`config.mk`:
```
export PLATFORM = sky130hd
export DESIGN_NAME = fft8_stage_sequencer
export DESIGN_NICKNAME = d
export VERILOG_FILES = /design/src/rtl/fft_pkg.sv /design/src/rtl/fft_frame_buffer.sv /design/src/rtl/fft8_stage_sequencer.sv
export SDC_FILE = /design/constraint.sdc
export NUM_CORES = 1
export LEC_CHECK = 0
export ABC_AREA = 1
export BUFFER_PORTS_ARGS = -buffer_cell sky130_fd_sc_hd__clkbuf_2
export CAP_MARGIN = 40
export CORE_MARGIN = 2
export CORE_UTILIZATION = 50
export DETAILED_ROUTE_END_ITERATION = 7
export GPL_ROUTABILITY_DRIVEN = 0
export GPL_TIMING_DRIVEN = 0
export HOLD_SLACK_MARGIN = 0.06
export PLACE_DENSITY = 0.67
export RECOVER_POWER = 100
export SYNTH_ARGS = -nofsm -noshare
export SYNTH_HDL_FRONTEND = slang
export SYNTH_SLANG_ARGS = --single-unit
```
`constraint.sdc`:
```
create_clock -name clk_i -period 6.04 [get_ports clk_i]
set_clock_uncertainty 0.15 [all_clocks]
set_input_delay 1.208 -clock clk_i [delete_from_list [all_inputs] [get_ports clk_i]]
set_output_delay 1.208 -clock clk_i [all_outputs]
set_load 0.02 [all_outputs]
```
`src/rtl/fft_pkg.sv`:
```
// Shared types and helpers for the 8-point FFT stage sequencer.
package fft_pkg;
    localparam int N_POINTS = 8;
    localparam int N_STAGES = 3;

    typedef enum logic [1:0] {LOAD, FEED, DRAIN, OUT} seq_state_t;

    typedef logic [1:0] stage_t;

    function automatic logic [2:0] bitrev3(input logic [2:0] i);
        return {i[0], i[1], i[2]};
    endfunction
endpackage

```
`src/rtl/fft_frame_buffer.sv`:
```
// In-place frame store: one write port, one combinational read port.
module fft_frame_buffer
    import fft_pkg::*;
#(
    parameter int DW = 50
) (
    input  logic          clk_i,
    input  logic          we_i,
    input  logic [2:0]    waddr_i,
    input  logic [DW-1:0] wdata_i,
    input  logic [2:0]    raddr_i,
    output logic [DW-1:0] rdata_o
);
    logic [DW-1:0] mem_q [N_POINTS];

    always_ff @(posedge clk_i) begin
        if (we_i) begin
            mem_q[waddr_i] <= wdata_i;
        end
    end

    assign rdata_o = mem_q[raddr_i];
endmodule

```
`src/rtl/fft8_stage_sequencer.sv`:
```
// Frame controller: load 8 samples, run three butterfly passes in place,
// then stream the results out.
module fft8_stage_sequencer
    import fft_pkg::*;
#(
    parameter int DATA_WIDTH = 50,
    parameter int BITREV_OUT = 1,
    parameter int TIMEOUT    = 64
) (
    input  logic                  clk_i,
    input  logic                  rst_ni,
    input  logic [DATA_WIDTH-1:0] s_data_i,
    input  logic                  s_valid_i,
    output logic                  s_ready_o,
    output logic [DATA_WIDTH-1:0] m_data_o,
    output logic                  m_valid_o,
    input  logic                  m_ready_i,
    output logic                  m_last_o,
    output logic [DATA_WIDTH-1:0] bf_data_o,
    output logic                  bf_valid_o,
    input  logic                  bf_ready_i,
    output logic [1:0]            bf_stage_o,
    input  logic [DATA_WIDTH-1:0] bf_data_i,
    input  logic                  bf_valid_i,
    output logic                  bf_ready_o,
    output logic                  busy_o,
    output logic                  err_o
);
    localparam int TW = $clog2(TIMEOUT);
    localparam logic [TW-1:0] TMAX = TW'(TIMEOUT - 1);
    localparam stage_t LAST_PASS = stage_t'(N_STAGES - 1);

    seq_state_t            state_q;
    logic [2:0]            idx_q;
    stage_t                pass_q;
    logic [TW-1:0]         timer_q;
    logic                  s_ready_q;
    logic                  m_valid_q;
    logic                  m_last_q;
    logic [DATA_WIDTH-1:0] m_data_q;
    logic                  bf_valid_q;
    logic [DATA_WIDTH-1:0] bf_data_q;
    logic                  bf_ready_q;
    stage_t                bf_stage_q;
    logic                  busy_q;
    logic                  err_q;

    logic [2:0]            idx_d;
    logic [2:0]            rd_lin;
    logic [2:0]            rd_idx;
    logic [DATA_WIDTH-1:0] rd_data;
    logic                  s_fire;
    logic                  f_fire;
    logic                  d_fire;
    logic                  m_fire;
    logic                  last;

    assign idx_d  = idx_q + 3'd1;
    assign last   = (idx_q == 3'd7);
    assign s_fire = s_valid_i & s_ready_q;
    assign f_fire = bf_valid_q & bf_ready_i;
    assign d_fire = bf_valid_i & bf_ready_q;
    assign m_fire = m_valid_q & m_ready_i;

    // Read one slot ahead so the registered data is ready on the next beat.
    always_comb begin
        rd_lin = 3'd0;
        if (state_q == FEED || state_q == OUT) begin
            rd_lin = idx_d;
        end
        rd_idx = rd_lin;
        if (state_q == OUT && BITREV_OUT != 0) begin
            rd_idx = bitrev3(rd_lin);
        end
    end

    fft_frame_buffer #(.DW(DATA_WIDTH)) u_buf (
        .clk_i   (clk_i),
        .we_i    (s_fire | d_fire),
        .waddr_i (idx_q),
        .wdata_i (bf_ready_q ? bf_data_i : s_data_i),
        .raddr_i (rd_idx),
        .rdata_o (rd_data)
    );

    always_ff @(posedge clk_i or negedge rst_ni) begin
        if (!rst_ni) begin
            state_q    <= LOAD;
            idx_q      <= 3'd0;
            pass_q     <= '0;
            timer_q    <= '0;
            s_ready_q  <= 1'b1;
            m_valid_q  <= 1'b0;
            m_last_q   <= 1'b0;
            m_data_q   <= '0;
            bf_valid_q <= 1'b0;
            bf_data_q  <= '0;
            bf_ready_q <= 1'b0;
            bf_stage_q <= '0;
            busy_q     <= 1'b0;
            err_q      <= 1'b0;
        end else begin
            err_q <= 1'b0;
            unique case (state_q)
                LOAD: begin
                    if (s_fire) begin
                        idx_q <= idx_d;
                        if (last) begin
                            pass_q     <= '0;
                            s_ready_q  <= 1'b0;
                            bf_valid_q <= 1'b1;
                            bf_data_q  <= rd_data;
                            bf_stage_q <= '0;
                            busy_q     <= 1'b1;
                            state_q    <= FEED;
                        end
                    end
                end
                FEED: begin
                    if (f_fire) begin
                        idx_q <= idx_d;
                        if (last) begin
                            bf_valid_q <= 1'b0;
                            bf_ready_q <= 1'b1;
                            timer_q    <= '0;
                            state_q    <= DRAIN;
                        end else begin
                            bf_data_q <= rd_data;
                        end
                    end
                end
                DRAIN: begin
                    if (d_fire) begin
                        timer_q <= '0;
                        idx_q   <= idx_d;
                        if (last) begin
                            bf_ready_q <= 1'b0;
                            if (pass_q < LAST_PASS) begin
                                pass_q     <= pass_q + 2'd1;
                                bf_stage_q <= pass_q + 2'd1;
                                bf_valid_q <= 1'b1;
                                bf_data_q  <= rd_data;
                                state_q    <= FEED;
                            end else begin
                                m_valid_q <= 1'b1;
                                m_data_q  <= rd_data;
                                m_last_q  <= 1'b0;
                                state_q   <= OUT;
                            end
                        end
                    end else if (timer_q == TMAX) begin
                        // Butterfly stalled: drop the frame and re-arm.
                        err_q      <= 1'b1;
                        idx_q      <= 3'd0;
                        pass_q     <= '0;
                        timer_q    <= '0;
                        bf_ready_q <= 1'b0;
                        bf_stage_q <= '0;
                        s_ready_q  <= 1'b1;
                        busy_q     <= 1'b0;
                        state_q    <= LOAD;
                    end else begin
                        timer_q <= timer_q + 1'b1;
                    end
                end
                OUT: begin
                    if (m_fire) begin
                        idx_q <= idx_d;
                        if (last) begin
                            m_valid_q  <= 1'b0;
                            m_last_q   <= 1'b0;
                            pass_q     <= '0;
                            bf_stage_q <= '0;
                            s_ready_q  <= 1'b1;
                            busy_q     <= 1'b0;
                            state_q    <= LOAD;
                        end else begin
                            m_data_q <= rd_data;
                            m_last_q <= (idx_d == 3'd7);
                        end
                    end
                end
            endcase
        end
    end

    assign s_ready_o  = s_ready_q;
    assign m_data_o   = m_data_q;
    assign m_valid_o  = m_valid_q;
    assign m_last_o   = m_last_q;
    assign bf_data_o  = bf_data_q;
    assign bf_valid_o = bf_valid_q;
    assign bf_ready_o = bf_ready_q;
    assign bf_stage_o = bf_stage_q;
    assign busy_o     = busy_q;
    assign err_o      = err_q;
endmodule

```
==> results by group, run 1 <==
Worst setup path
  • Worst flop-to-flop path endpoint: m_data_o[29]
  • CP Buf/Inv Count: 4
  • CP Launch Type: flip-flop
  • CP max stage cell: a21oi_1
  • RR Startpoint: bf_ready_o
  • Top Family by Delay on Critical Path: buffers and inverters
  • Worst EP arrival: approximately 4.6 ns
  • Crit path max fanout: 10
  • CP endpoint: m_data_o[29]
  • Worst-path cell chain: clkbuf_1 > nand2_1 > inv_1 > a21oi_1 > nor2_1 > nand2_1 > a21oi_1 > inv_1 > clkbuf_1 > nand2_1 > nand2_1
  • CP Launch Point: bf_ready_o
  • Critical path depth: 11
  • CP endpoint kind: flip-flop
  • R2R depth: 11
  • Crit Path Category: reg2reg
  • Register-to-register setup slack: between 1.5 and 2 ns
  • CP dominant cell by count: nand2_1
  • Slowest stage delay, CP: just under 0.9 ns
  • CP required: ~6.4 ns

Place
  • Port bufs: around 210
  • Area after DPL: ~25000 um2
  • Hpwl dp: 43600 um

Floorplan
  • Row cnt: a little under 80
  • Die H: roughly 220 um
  • CORE AREA: roughly 45000 um2
  • IO Pins: about 220
  • Die ar.: 47300 um2
  • Effective utilization at floorplan: 0.504
  • Die width: ~220 um

Cells and area
  • Storage element area: around 15000 um2
  • Ant diodes: 0
  • Area of the multi-input gates: 5790 um2
  • Syn-to-layout area delta: 16.3%
  • Commonest non-fill, non-tap cell in the layout: nand2_1
  • Most frequent cells in the layout: 594 x nand2_1, 558 x nand3_1, 400 x edfxtp_1
  • Fillcell total: about 3800
  • Share of cells above drive strength 1: 0.0925
  • Net count, final: ~2700
  • Final core utilization: 0.587
  • Final instance area: ~27000 um2

Outcome
  • Status: finished, violations left
  • Failing checks: capacitance limit, slew limit

STA
  • RSZ-0062 raised after global routing: false
  • Worst rel slew slack: -0.834
  • # setup viols final: 0
  • Fin. max-slew vios: between 100 and 150
  • Fmax: between 200 and 250 MHz
  • Hold Fails Final Rpt: 0
  • Fin Hold WS: between 0.3 and 0.4 ns
  • Final critical-path share of the clock period: 0.705
  • Final worst path period need: between 4 and 5 ns
  • Least-Margin Pin Slew: 2.75 ns

Global route
  • Vias in the first global route: 16581
  • First-pass GRT wire length: 96200 um
  • GRT Overall Usage: 0.272
  • Antenna violations before repair: 0
  • Pin count of the biggest net entering global routing: between 70 and 80
  • Gr ovfl total: 0

Clock tree
  • Max clock buf depth: 3
  • Clk_lat worst skew: about 0.61 ns
  • CTS tree: built
  • CTS Hold Buffers Added: 0
  • Clk root buf: clkbuf_16
  • Post-CTS setup buffers: 0
  • Post-cts resize count: 0
  • CTS Buf Count: 52
  • Worst-path clk slew: 0.06 ns
  • CTS H-tree depth: 2
  • Sink Count: between 500 and 600

Detailed routing
  • WL final: 63900 um
  • Routed Antenna Nets: 0
  • Via-per-instance ratio: about 5.4
  • Iter 0 DRT Violations: ~1900
  • Residual DRC count: 0
  • Drt wl/cell: 19.7 um
  • Routed via count: 17405
  • Drt pass-1 iters: 6

Yosys
  • Ys flop type: edfxtp_1
  • Synth warnings: 0
  • Number of flops mapped to enable cells by yosys: 400
  • Mean Syn Cell Area: approximately 9.9 um2
  • Net Count, Synth: between 2000 and 2500
  • Cell Area, Synth: around 23000 um2
  • Number of synthesized register bits: 520
  • Distinct cells, synth: 26
  • Asr flop ratio synth: 0.231
  • Mapped Cells: 2305
  • Register area share after synthesis: 0.659

Worst hold path
  • Hold Crit Depth: 2
  • Hold path startpoint: m_data_o[11]
  • Worst min path class: reg2reg

Power
  • Pwr dens: 269 nW/um2
  • Leakage: ~12 nW
  • Tot Pwr: around 7.1 mW
  • Worst vdd ir: 181 uV

Run
  • Max Cap Viol: 5
-- flip-flops by register name, indices dropped and copies added (netlist names) --
signal and flops:
bf_data_o 50, bf_valid_o 1, m_data_o 50, timer_q 6
m_valid_o 1, s_ready_o 1, pass_q 2, state_q 2
idx_q 3, busy_o 1, u_buf.mem_q 400, bf_ready_o 1
m_last_o 1, err_o 1
-- report_power, final --
part | switching, mW | total, mW | internal [mW]
Clock | 1.35 | 3.13 | 1.78
Combinational | 0.0873 | 0.123 | 0.0360
Sequential | 0.00223 | 3.87 | 3.87
-- Yosys cell counts, types with 2 or more instances --
library cell  count  area, um2
nand2_1         594       2230
nand3_1         558       2790
edfxtp_1        400      12000
inv_1           380       1430
dfrtp_1         119       2980
clkbuf_1         73        274
nand3b_1         50        375
buf_2            44        220
nor2_1           22       82.6
o21ai_0          19       95.1
a21oi_1          11       55.1
buf_1            11       41.3
inv_2             5       18.8
ha_1              4       50.1
nand4_1           2       12.5
nor3_1            2       10.0
o22ai_1           2       12.5
-- stage by stage --
stage	instances	setup TNS, ns	setup slack [ns]
4_1_cts	3237	0	2.93
3_5_place_dp	3139	0	2.49
5_1_grt	3237	0	1.70
2_1_floorplan	2305	0	1.69
6_report	3237	0	1.78
3_3_place_gp	3119	-147.18	-0.719
-- cells by family (layout without fill, tap and decap cells) --
group,count (synthesis),in the layout,synth area share
DFF,520,520,0.659
xor gates and xnor gates,1,1,0.000384
AOI/OAI and AO/OA,36,36,0.00857
buffers and inverters,513,845,0.0869
adders and majority gates,4,4,0.00220
and+or+nand+nor,1231,1231,0.243
-- worst min-delay path: stages, from the launching register on --
cell     delay (ns)
dfrtp_1        0.34
nand2_1        0.05
nand2_1        0.06
-- how the worst min path moves through the flow --
| stage | endpoint | slack [ns] |
|---|---|---|
| after floorplan | timer_q[4] | 0.31 |
| after global placement | m_data_o[4] | 0.32 |
| after detailed placement | m_data_o[36] | 0.32 |
| after CTS | m_data_o[15] | 0.33 |
| after global routing | m_data_o[7] | 0.35 |
| final | m_data_o[11] | 0.33 |
-- layout make-up --
cell class / count / area share
Buffer: 128 / 0.0199
Clock buffer: 67 / 0.0535
Clock inverter: 31 / 0.00873
Inverter: 385 / 0.0546
Multi-Input combinational cell: 1272 / 0.218
Sequential cell: 520 / 0.566
Tap cell: 600 / 0.0283
Timing Repair Buffer: 234 / 0.0503
-- per-layer routing --
| layer | wire length [um] | global-route usage | vias up | part of all wire |
|---|---|---|---|---|
| li1 | - | - | 8128 | - |
| met1 | 25000 | 0.361 | 8298 | 0.39 |
| met2 | 30300 | 0.446 | 839 | 0.47 |
| met3 | 5670 | 0.0410 | 140 | 0.089 |
| met4 | 2920 | 0.119 | 0 | 0.046 |
| met5 | 0 | 0 | - | 0 |
(Power assumes the default switching activity.)
==> inputs of run 2 (changes only) <==
- PLACE_DENSITY: 0.67 -> 0.7
- clock period: 6.04 -> 3.49 ns (I/O delays scaled with it)
==> run 2 against run 1 <==
The run still ends with capacitance limit, slew limit left. Non-clock buffer count fell by 1. Total power is 77% higher. Design area is 0.17% higher. Clock power rose by 81%. Critical path type unchanged. Combinational power rose by 72%.
==> results by group, run 2 (synthesis results as in run 1) <==
Outcome
  • Status: finished, violations left (unchanged)
  • Failing checks: capacitance limit, slew limit (unchanged)

Clock tree
  • CTS H-tree depth: 2 (unchanged)
  • Post-cts resize count: 0 (unchanged)
  • Clk root buf: clkbuf_16 (unchanged)
  • CTS Hold Buffers Added: 1 (was 0)
  • Worst-path clk slew: 0.06 ns (about the same)
  • CTS Buf Count: 51 (was 52)
  • Max clock buf depth: 3 (unchanged)
  • Clk_lat worst skew: 0.59 ns (was 0.61 ns)
  • Post-CTS setup buffers: 0 (unchanged)
  • Sink Count: 520 (unchanged)
  • CTS tree: built (unchanged)

Detailed routing
  • Iter 0 DRT Violations: 2096 (was 1866)
  • Routed Antenna Nets: 0 (unchanged)
  • WL final: 63500 um (was 63900 um)
  • Via-per-instance ratio: 5.42 (was 5.38)
  • Drt pass-1 iters: 6 (unchanged)
  • Routed via count: 17508 (was 17405)
  • Drt wl/cell: 19.6 um (was 19.7 um)
  • Residual DRC count: 0 (unchanged)

Floorplan
  • Die width: 217 um (unchanged)
  • Die H: 217 um (unchanged)
  • IO Pins: 215 (unchanged)
  • CORE AREA: 45200 um2 (unchanged)
  • Row cnt: 78 (unchanged)
  • Effective utilization at floorplan: 0.504 (unchanged)
  • Die ar.: 47300 um2 (unchanged)

Global route
  • GR Util met2: 0.440 (was 0.446)
  • Grt peak-use layer: met2 (unchanged)
  • GRT Overall Usage: 0.269 (was 0.272)
  • Antenna violations before repair: 0 (unchanged)
  • First-pass GRT wire length: 95900 um (was 96200 um)
  • Vias in the first global route: 16965 (was 16581)
  • Pin count of the biggest net entering global routing: 85 (was 72)
  • Met3 usage: 0.0480 (was 0.0410)
  • Gr ovfl total: 0 (unchanged)
  • M1 GR Usage: 0.349 (was 0.361)

STA
  • Fin. max-slew vios: 37 (was 101)
  • Final worst path period need: 3.25 ns (was 4.26 ns)
  • Least-Margin Pin Slew: 2.13 ns (was 2.75 ns)
  • Final worst-path setup slack: 0.243 ns (was 1.78 ns)
  • Fmax: 308 MHz (was 235 MHz)
  • Fin Hold WS: 0.329 ns (was 0.326 ns)
  • Worst rel slew slack: -0.420 (was -0.834)
  • RSZ-0062 raised after global routing: false (unchanged)
  • Hold Fails Final Rpt: 0 (unchanged)
  • Final critical-path share of the clock period: 0.930 (was 0.705)
  • # setup viols final: 0 (unchanged)

Cells and area
  • Net count, final: 2701 (was 2703)
  • Fillcell total: 3706 (was 3824)
  • Area of the multi-input gates: 5810 um2 (was 5790 um2)
  • Final instance area: 26600 um2 (was 26500 um2)
  • Commonest non-fill, non-tap cell in the layout: nand2_1 (unchanged)
  • Share of cells above drive strength 1: 0.0984 (was 0.0925)
  • Ant diodes: 0 (unchanged)
  • Syn-to-layout area delta: 16.5% (was 16.3%)
  • Most frequent cells in the layout: 594 x nand2_1, 558 x nand3_1, 400 x edfxtp_1 (unchanged)
  • Storage element area: 15000 um2 (unchanged)
  • Max FFs per register: 400 (unchanged)
  • Non-Filler Instances: 3232 (was 3237)
  • Biggest register: u_buf.mem_q (unchanged)

Worst setup path
  • Worst-path cell chain: inv_1 > ha_1 > nor2_1 > clkbuf_1 > clkbuf_1 > clkbuf_1 > nand3_1 > nand3_1 > nand3_1 > nand2_1 (was clkbuf_1 > nand2_1 > inv_1 > a21oi_1 > nor2_1 > nand2_1 > a21oi_1 > inv_1 > clkbuf_1 > nand2_1 > nand2_1)
  • Register-to-register setup slack: 0.24 ns (was 1.78 ns)
  • Crit path max fanout: 10 (unchanged)
  • CP endpoint kind: flip-flop (unchanged)
  • CP required: 3.87 ns (was 6.38 ns)
  • Worst flop-to-flop path endpoint: bf_data_o[14] (was m_data_o[29])
  • CP Launch Type: flip-flop (unchanged)
  • CP Launch Point: idx_q[0] (was bf_ready_o)
  • CP max stage cell: clkbuf_1 (was a21oi_1)
  • R2R depth: 10 (was 11)
  • Worst EP arrival: 3.63 ns (was 4.60 ns)
  • Crit Path Category: reg2reg (unchanged)
  • RR Startpoint: idx_q[0] (was bf_ready_o)
  • Slowest stage delay, CP: 0.55 ns (was 0.88 ns)

Worst hold path
  • Worst min path class: reg2reg (unchanged)
  • Hold path startpoint: bf_data_o[41] (was m_data_o[11])
  • WHS Endpoint: bf_data_o[41] (was m_data_o[11])
  • Hold Crit Depth: 2 (unchanged)

Place
  • Placed Cells: 3137 (was 3139)
  • Setup slack at placement: 0.409 ns (was 2.49 ns)
  • Port bufs: 214 (unchanged)
  • Hpwl dp: 43300 um (was 43600 um)
  • Area after DPL: 25000 um2 (was 25100 um2)

Power
  • Worst vdd ir: 317 uV (was 181 uV)
  • Pwr dens: 474 nW/um2 (was 269 nW/um2)
  • Leakage: 12.0 nW (about the same)

Run
  • Max Cap Viol: 1 (was 5)
[run 2: changes by cell type in the layout (fill, tap and decap cells not counted), sizes merged]
| cell | previous run | this run |
|---|---|---|
| dlygate4sd3 | 0 | 1 |
| clkinv | 25 | 20 |
| buf | 66 | 70 |
| bufinv | 3 | 9 |
| clkinvlp | 2 | 7 |
| clkbuf | 363 | 347 |
[run 2: cell type report]
type,instances,share of cell area
clock buffers,57,0.0493
multi-input cells,1272,0.219
plain buffers,128,0.0202
clock inverters,37,0.0157
inverters,385,0.0544
well taps,600,0.0283
flip-flops and latches,520,0.565
repair buffers,233,0.0480
[run 2: how the worst max path moves through the flow]
stage,to,slack (ns),cells after the start
floorplan,u_buf.mem_q[0][0],-0.35,6
global placement,u_buf.mem_q[5][9],-2.62,7
detailed placement,u_buf.mem_q[0][12],0.41,9
CTS,u_buf.mem_q[0][19],0.39,9
global route,u_buf.mem_q[3][25],0.11,9
finish,bf_data_o[14],0.24,10
[run 2: report_power, final]
group / switching [mW] / total [mW] / internal [mW]
sequential: 0.00384 / 6.70 / 6.70
clock: 2.32 / 5.68 / 3.36
combinational: 0.149 / 0.211 / 0.0618
[run 2: critical path, delay by kind of cell, from the launching register on]
kind	cells	cell delay [ns]
buffers and inverters	4	1.53
and+or+nand+nor	5	0.72
DFF	1	0.48
adders and majority gates	1	0.33
[run 2: metal layers]
layer  vias up  wire [um]
li1       8137          -
met1      8297      24200
met2       916      30600
met3       158       6060
met4         0       2630
met5         -          0
[run 2: stage by stage]
step            util  power, mW  TNS [ns]
6_report       0.588       12.6         0
5_1_grt        0.588       12.9         0
4_1_cts        0.593       12.6         0
3_5_place_dp   0.554       7.04         0
3_3_place_gp   0.545       7.03   -828.60
2_1_floorplan      -       6.90   -104.57
==> inputs of run 3 (changes only) <==
- ABC_AREA: 1 -> default
==> run 3 against run 2 <==
The run ends with capacitance limit left. Critical path type unchanged. Synthesized cell count decreased by 52%. Flip-flop and latch count unchanged. Final cell count decreased by 39%. Die area decreased by 11%. Critical endpoint is now m_data_o[46]. Area after synthesis decreased by 11%. Worst setup slack got worse by 0.079 ns. Via count decreased by 36%. First-iteration DRC count decreased by 56%. Largest cell class unchanged.
==> results by group, run 3 <==
Worst hold path
  • Worst min path class: in2reg (was reg2reg)
  • Hold Crit Depth: 4 (was 2)

Global route
  • GRT Overall Usage: 0.226 (was 0.269)
  • Pin count of the biggest net entering global routing: 73 (was 85)
  • First-pass GRT wire length: 69300 um (was 95900 um)
  • Antenna violations before repair: 0 (unchanged)
  • Gr ovfl total: 0 (unchanged)
  • Vias in the first global route: 11427 (was 16965)

Detailed routing
  • Routed via count: 11260 (was 17508)
  • Drt wl/cell: 23.5 um (was 19.6 um)
  • Drt pass-1 iters: 7 (was 6)
  • WL final: 46400 um (was 63500 um)
  • Routed Antenna Nets: 0 (unchanged)
  • Via-per-instance ratio: 5.70 (was 5.42)
  • Residual DRC count: 0 (unchanged)
  • Iter 0 DRT Violations: 917 (was 2096)

STA
  • Final worst path period need: 3.33 ns (was 3.25 ns)
  • Hold Fails Final Rpt: 0 (unchanged)
  • Fin. max-slew vios: 0 (was 37)
  • RSZ-0062 raised after global routing: false (unchanged)
  • Worst rel slew slack: 0.00495 (was -0.420)
  • Fmax: 301 MHz (was 308 MHz)
  • Final critical-path share of the clock period: 0.953 (was 0.930)
  • # setup viols final: 0 (unchanged)
  • Least-Margin Pin Slew: 1.49 ns (was 2.13 ns)

Clock tree
  • Sink Count: 520 (unchanged)
  • CTS tree: built (unchanged)
  • Clk root buf: clkbuf_16 (unchanged)
  • Worst-path clk slew: 0.06 ns (about the same)
  • Clk_lat worst skew: 0.59 ns (about the same)
  • Max clock buf depth: 3 (unchanged)
  • CTS H-tree depth: 2 (unchanged)
  • CTS Buf Count: 51 (unchanged)
  • Post-CTS setup buffers: 0 (unchanged)

Power
  • Worst vdd ir: 333 uV (was 317 uV)
  • Tot Pwr: 12.1 mW (was 12.6 mW)
  • Leakage: 8.89 nW (was 12.0 nW)
  • Pwr dens: 506 nW/um2 (was 474 nW/um2)

Floorplan
  • CORE AREA: 39800 um2 (was 45200 um2)
  • Effective utilization at floorplan: 0.509 (was 0.504)
  • Die width: 205 um (was 217 um)
  • IO Pins: 215 (unchanged)
  • Row cnt: 73 (was 78)
  • Die H: 205 um (was 217 um)
  • Die ar.: 42100 um2 (was 47300 um2)

Worst setup path
  • Slowest stage delay, CP: 0.57 ns (was 0.55 ns)
  • Worst flop-to-flop path endpoint: m_data_o[46] (was bf_data_o[14])
  • Worst EP arrival: 3.61 ns (was 3.63 ns)
  • CP max stage cell: mux4_2 (was clkbuf_1)
  • Crit path max fanout: 10 (unchanged)
  • CP Launch Type: flip-flop (unchanged)
  • R2R depth: 8 (was 10)
  • RR Startpoint: idx_q[1] (was idx_q[0])
  • Worst-path cell chain: ha_1 > xor2_1 > o211ai_1 > buf_4 > buf_2 > mux4_2 > mux2i_1 > a21oi_1 (was inv_1 > ha_1 > nor2_1 > clkbuf_1 > clkbuf_1 > clkbuf_1 > nand3_1 > nand3_1 > nand3_1 > nand2_1)
  • CP endpoint kind: flip-flop (unchanged)
  • Crit Path Category: reg2reg (unchanged)
  • CP endpoint: m_data_o[46] (was bf_data_o[14])
  • CP Launch Point: idx_q[1] (was idx_q[0])
  • CP required: 3.78 ns (was 3.87 ns)
  • Register-to-register setup slack: 0.16 ns (was 0.24 ns)

Place
  • Hpwl dp: 30500 um (was 43300 um)
  • Port bufs: 214 (unchanged)

Yosys
  • Distinct cells, synth: 43 (was 26)
  • Net Count, Synth: 1217 (was 2415)
  • Synth top area share: 0.593 (was 0.527)
  • Mapped Cells: 1107 (was 2305)
  • Ys flop type: edfxtp_1 (unchanged)
  • Synth warnings: 0 (unchanged)
  • Asr flop ratio synth: 0.231 (unchanged)
  • Mean Syn Cell Area: 18.3 um2 (was 9.89 um2)
  • Synth top cells by count: 400 x edfxtp_1, 119 x dfrtp_1, 116 x nor2_1, 106 x a21oi_1, 101 x mux4_2 (was 594 x nand2_1, 558 x nand3_1, 400 x edfxtp_1, 380 x inv_1, 119 x dfrtp_1)
  • Cell Area, Synth: 20300 um2 (was 22800 um2)
  • Synth area leader: edfxtp_1 (unchanged)
  • Register area share after synthesis: 0.741 (was 0.659)
  • Number of synthesized register bits: 520 (unchanged)
  • Most common cell in the netlist: edfxtp_1 (was nand2_1)
  • Top cells by area, synth: edfxtp_1 59%, dfrtp_1 15%, mux4_2 11% (was edfxtp_1 53%, dfrtp_1 13%, nand3_1 12%)
  • Number of flops mapped to enable cells by yosys: 400 (unchanged)

Cells and area
  • Biggest register: u_buf.mem_q (unchanged)
  • Syn-to-layout area delta: 18.0% (was 16.5%)
  • Fillcell total: 3049 (was 3706)
  • Most frequent cells in the layout: 400 x edfxtp_1, 152 x clkbuf_1, 128 x clkbuf_2 (was 594 x nand2_1, 558 x nand3_1, 400 x edfxtp_1)
  • Net count, final: 1518 (was 2701)
  • Final core utilization: 0.600 (was 0.588)
  • Commonest non-fill, non-tap cell in the layout: edfxtp_1 (was nand2_1)
  • Ant diodes: 0 (unchanged)
  • Max FFs per register: 400 (unchanged)
  • Share of cells above drive strength 1: 0.242 (was 0.0984)

Outcome
  • Failing checks: capacitance limit (was capacitance limit, slew limit)
  • Status: finished, violations left (unchanged)

Run
  • Max Cap Viol: 1 (unchanged)
## run 3: cell count changes after synthesis, moves of 49 or more
cell      before  now
nand3b_1      50    1
nand3_1      558    8
nor2_1        22  116
mux2_2         0   51
inv_1        380    3
mux4_2         0  101
a21oi_1       11  106
mux2i_1        0   51
nand2_1      594   27
## run 3: per-stage QoR
stage | TNS, ns | setup WS (ns) | hold slack, ns | area, um2 | std cells
2_1_floorplan | -62.53 | -0.208 | 0.252 | 20300 | 1107
3_3_place_gp | -1086.42 | -2.72 | 0.349 | 22000 | 1846
3_5_place_dp | -0.0984 | -0.0523 | 0.351 | 22700 | 1878
4_1_cts | 0 | 0.0499 | 0.282 | 24300 | 1974
5_1_grt | 0 | 0.00497 | 0.331 | 23900 | 1975
6_report | 0 | 0.164 | 0.302 | 23900 | 1975
## run 3: power breakdown
part / switching [mW] / internal, mW / total, mW
clock network: 2.26 / 2.91 / 5.17
registers: 0.00748 / 6.71 / 6.72
logic: 0.132 / 0.0720 / 0.204
total: 2.40 / 9.70 / 12.1
## run 3: worst min path at each step
| stage | from | endpoint | slack [ns] |
|---|---|---|---|
| after floorplan | rst_ni | bf_data_o[0] | 0.25 |
| after CTS | m_ready_i | m_valid_o | 0.28 |
| after detailed placement | m_last_o | m_last_o | 0.35 |
| after global routing | m_ready_i | m_valid_o | 0.33 |
| final | m_ready_i | m_valid_o | 0.30 |
| after global placement | timer_q[1] | timer_q[1] | 0.35 |
## run 3: cells by family (layout without fill, tap and decap cells)
kind of cell	after synthesis	count (layout)	share of synthesized area
DFF	520	520	0.741
muxes	204	204	0.166
and+or+nand+nor	174	174	0.0360
AOI/OAI and AO/OA	141	141	0.0373
buffers and inverters	63	406	0.0161
adders and majority gates	4	4	0.00247
xor gates and xnor gates	1	1	0.000433
## run 3: what timing repair did
action                     in CTS  in global routing
setup endpoints to repair      10                 38
gates resized for setup         7                 12
hold endpoints to repair       48                  0
hold buffers                    1                  0
## run 3: metal layers
metal / up-vias / GRT usage / part of all wire
met1: 5807 / 0.318 / 0.42
li1: 4944 / - / -
met4: 0 / 0.0619 / 0.022
met3: 71 / 0.0339 / 0.063
met2: 438 / 0.373 / 0.49
met5: - / 0 / 0
## run 3: cell type report
class / instances / area, um2 / share of cell area
Tap cell: 525 / 657 / 0.0275
Multi-Input combinational cell: 524 / 4940 / 0.207
Clock buffer: 68 / 1370 / 0.0573
Inverter: 3 / 11.3 / 0.000471
Timing Repair Buffer: 248 / 1380 / 0.0576
Clock inverter: 27 / 208 / 0.00869
Buffer: 60 / 318 / 0.0133
Sequential cell: 520 / 15000 / 0.628
## run 3: worst max-delay path: cells and delay by family, from the launching register on
kind / cells / cell delay, ns
muxes: 2 / 0.93
buffers and inverters: 2 / 0.70
DFF: 1 / 0.52
AOI/OAI and AO/OA: 2 / 0.36
adders and majority gates: 1 / 0.32
xor gates and xnor gates: 1 / 0.19
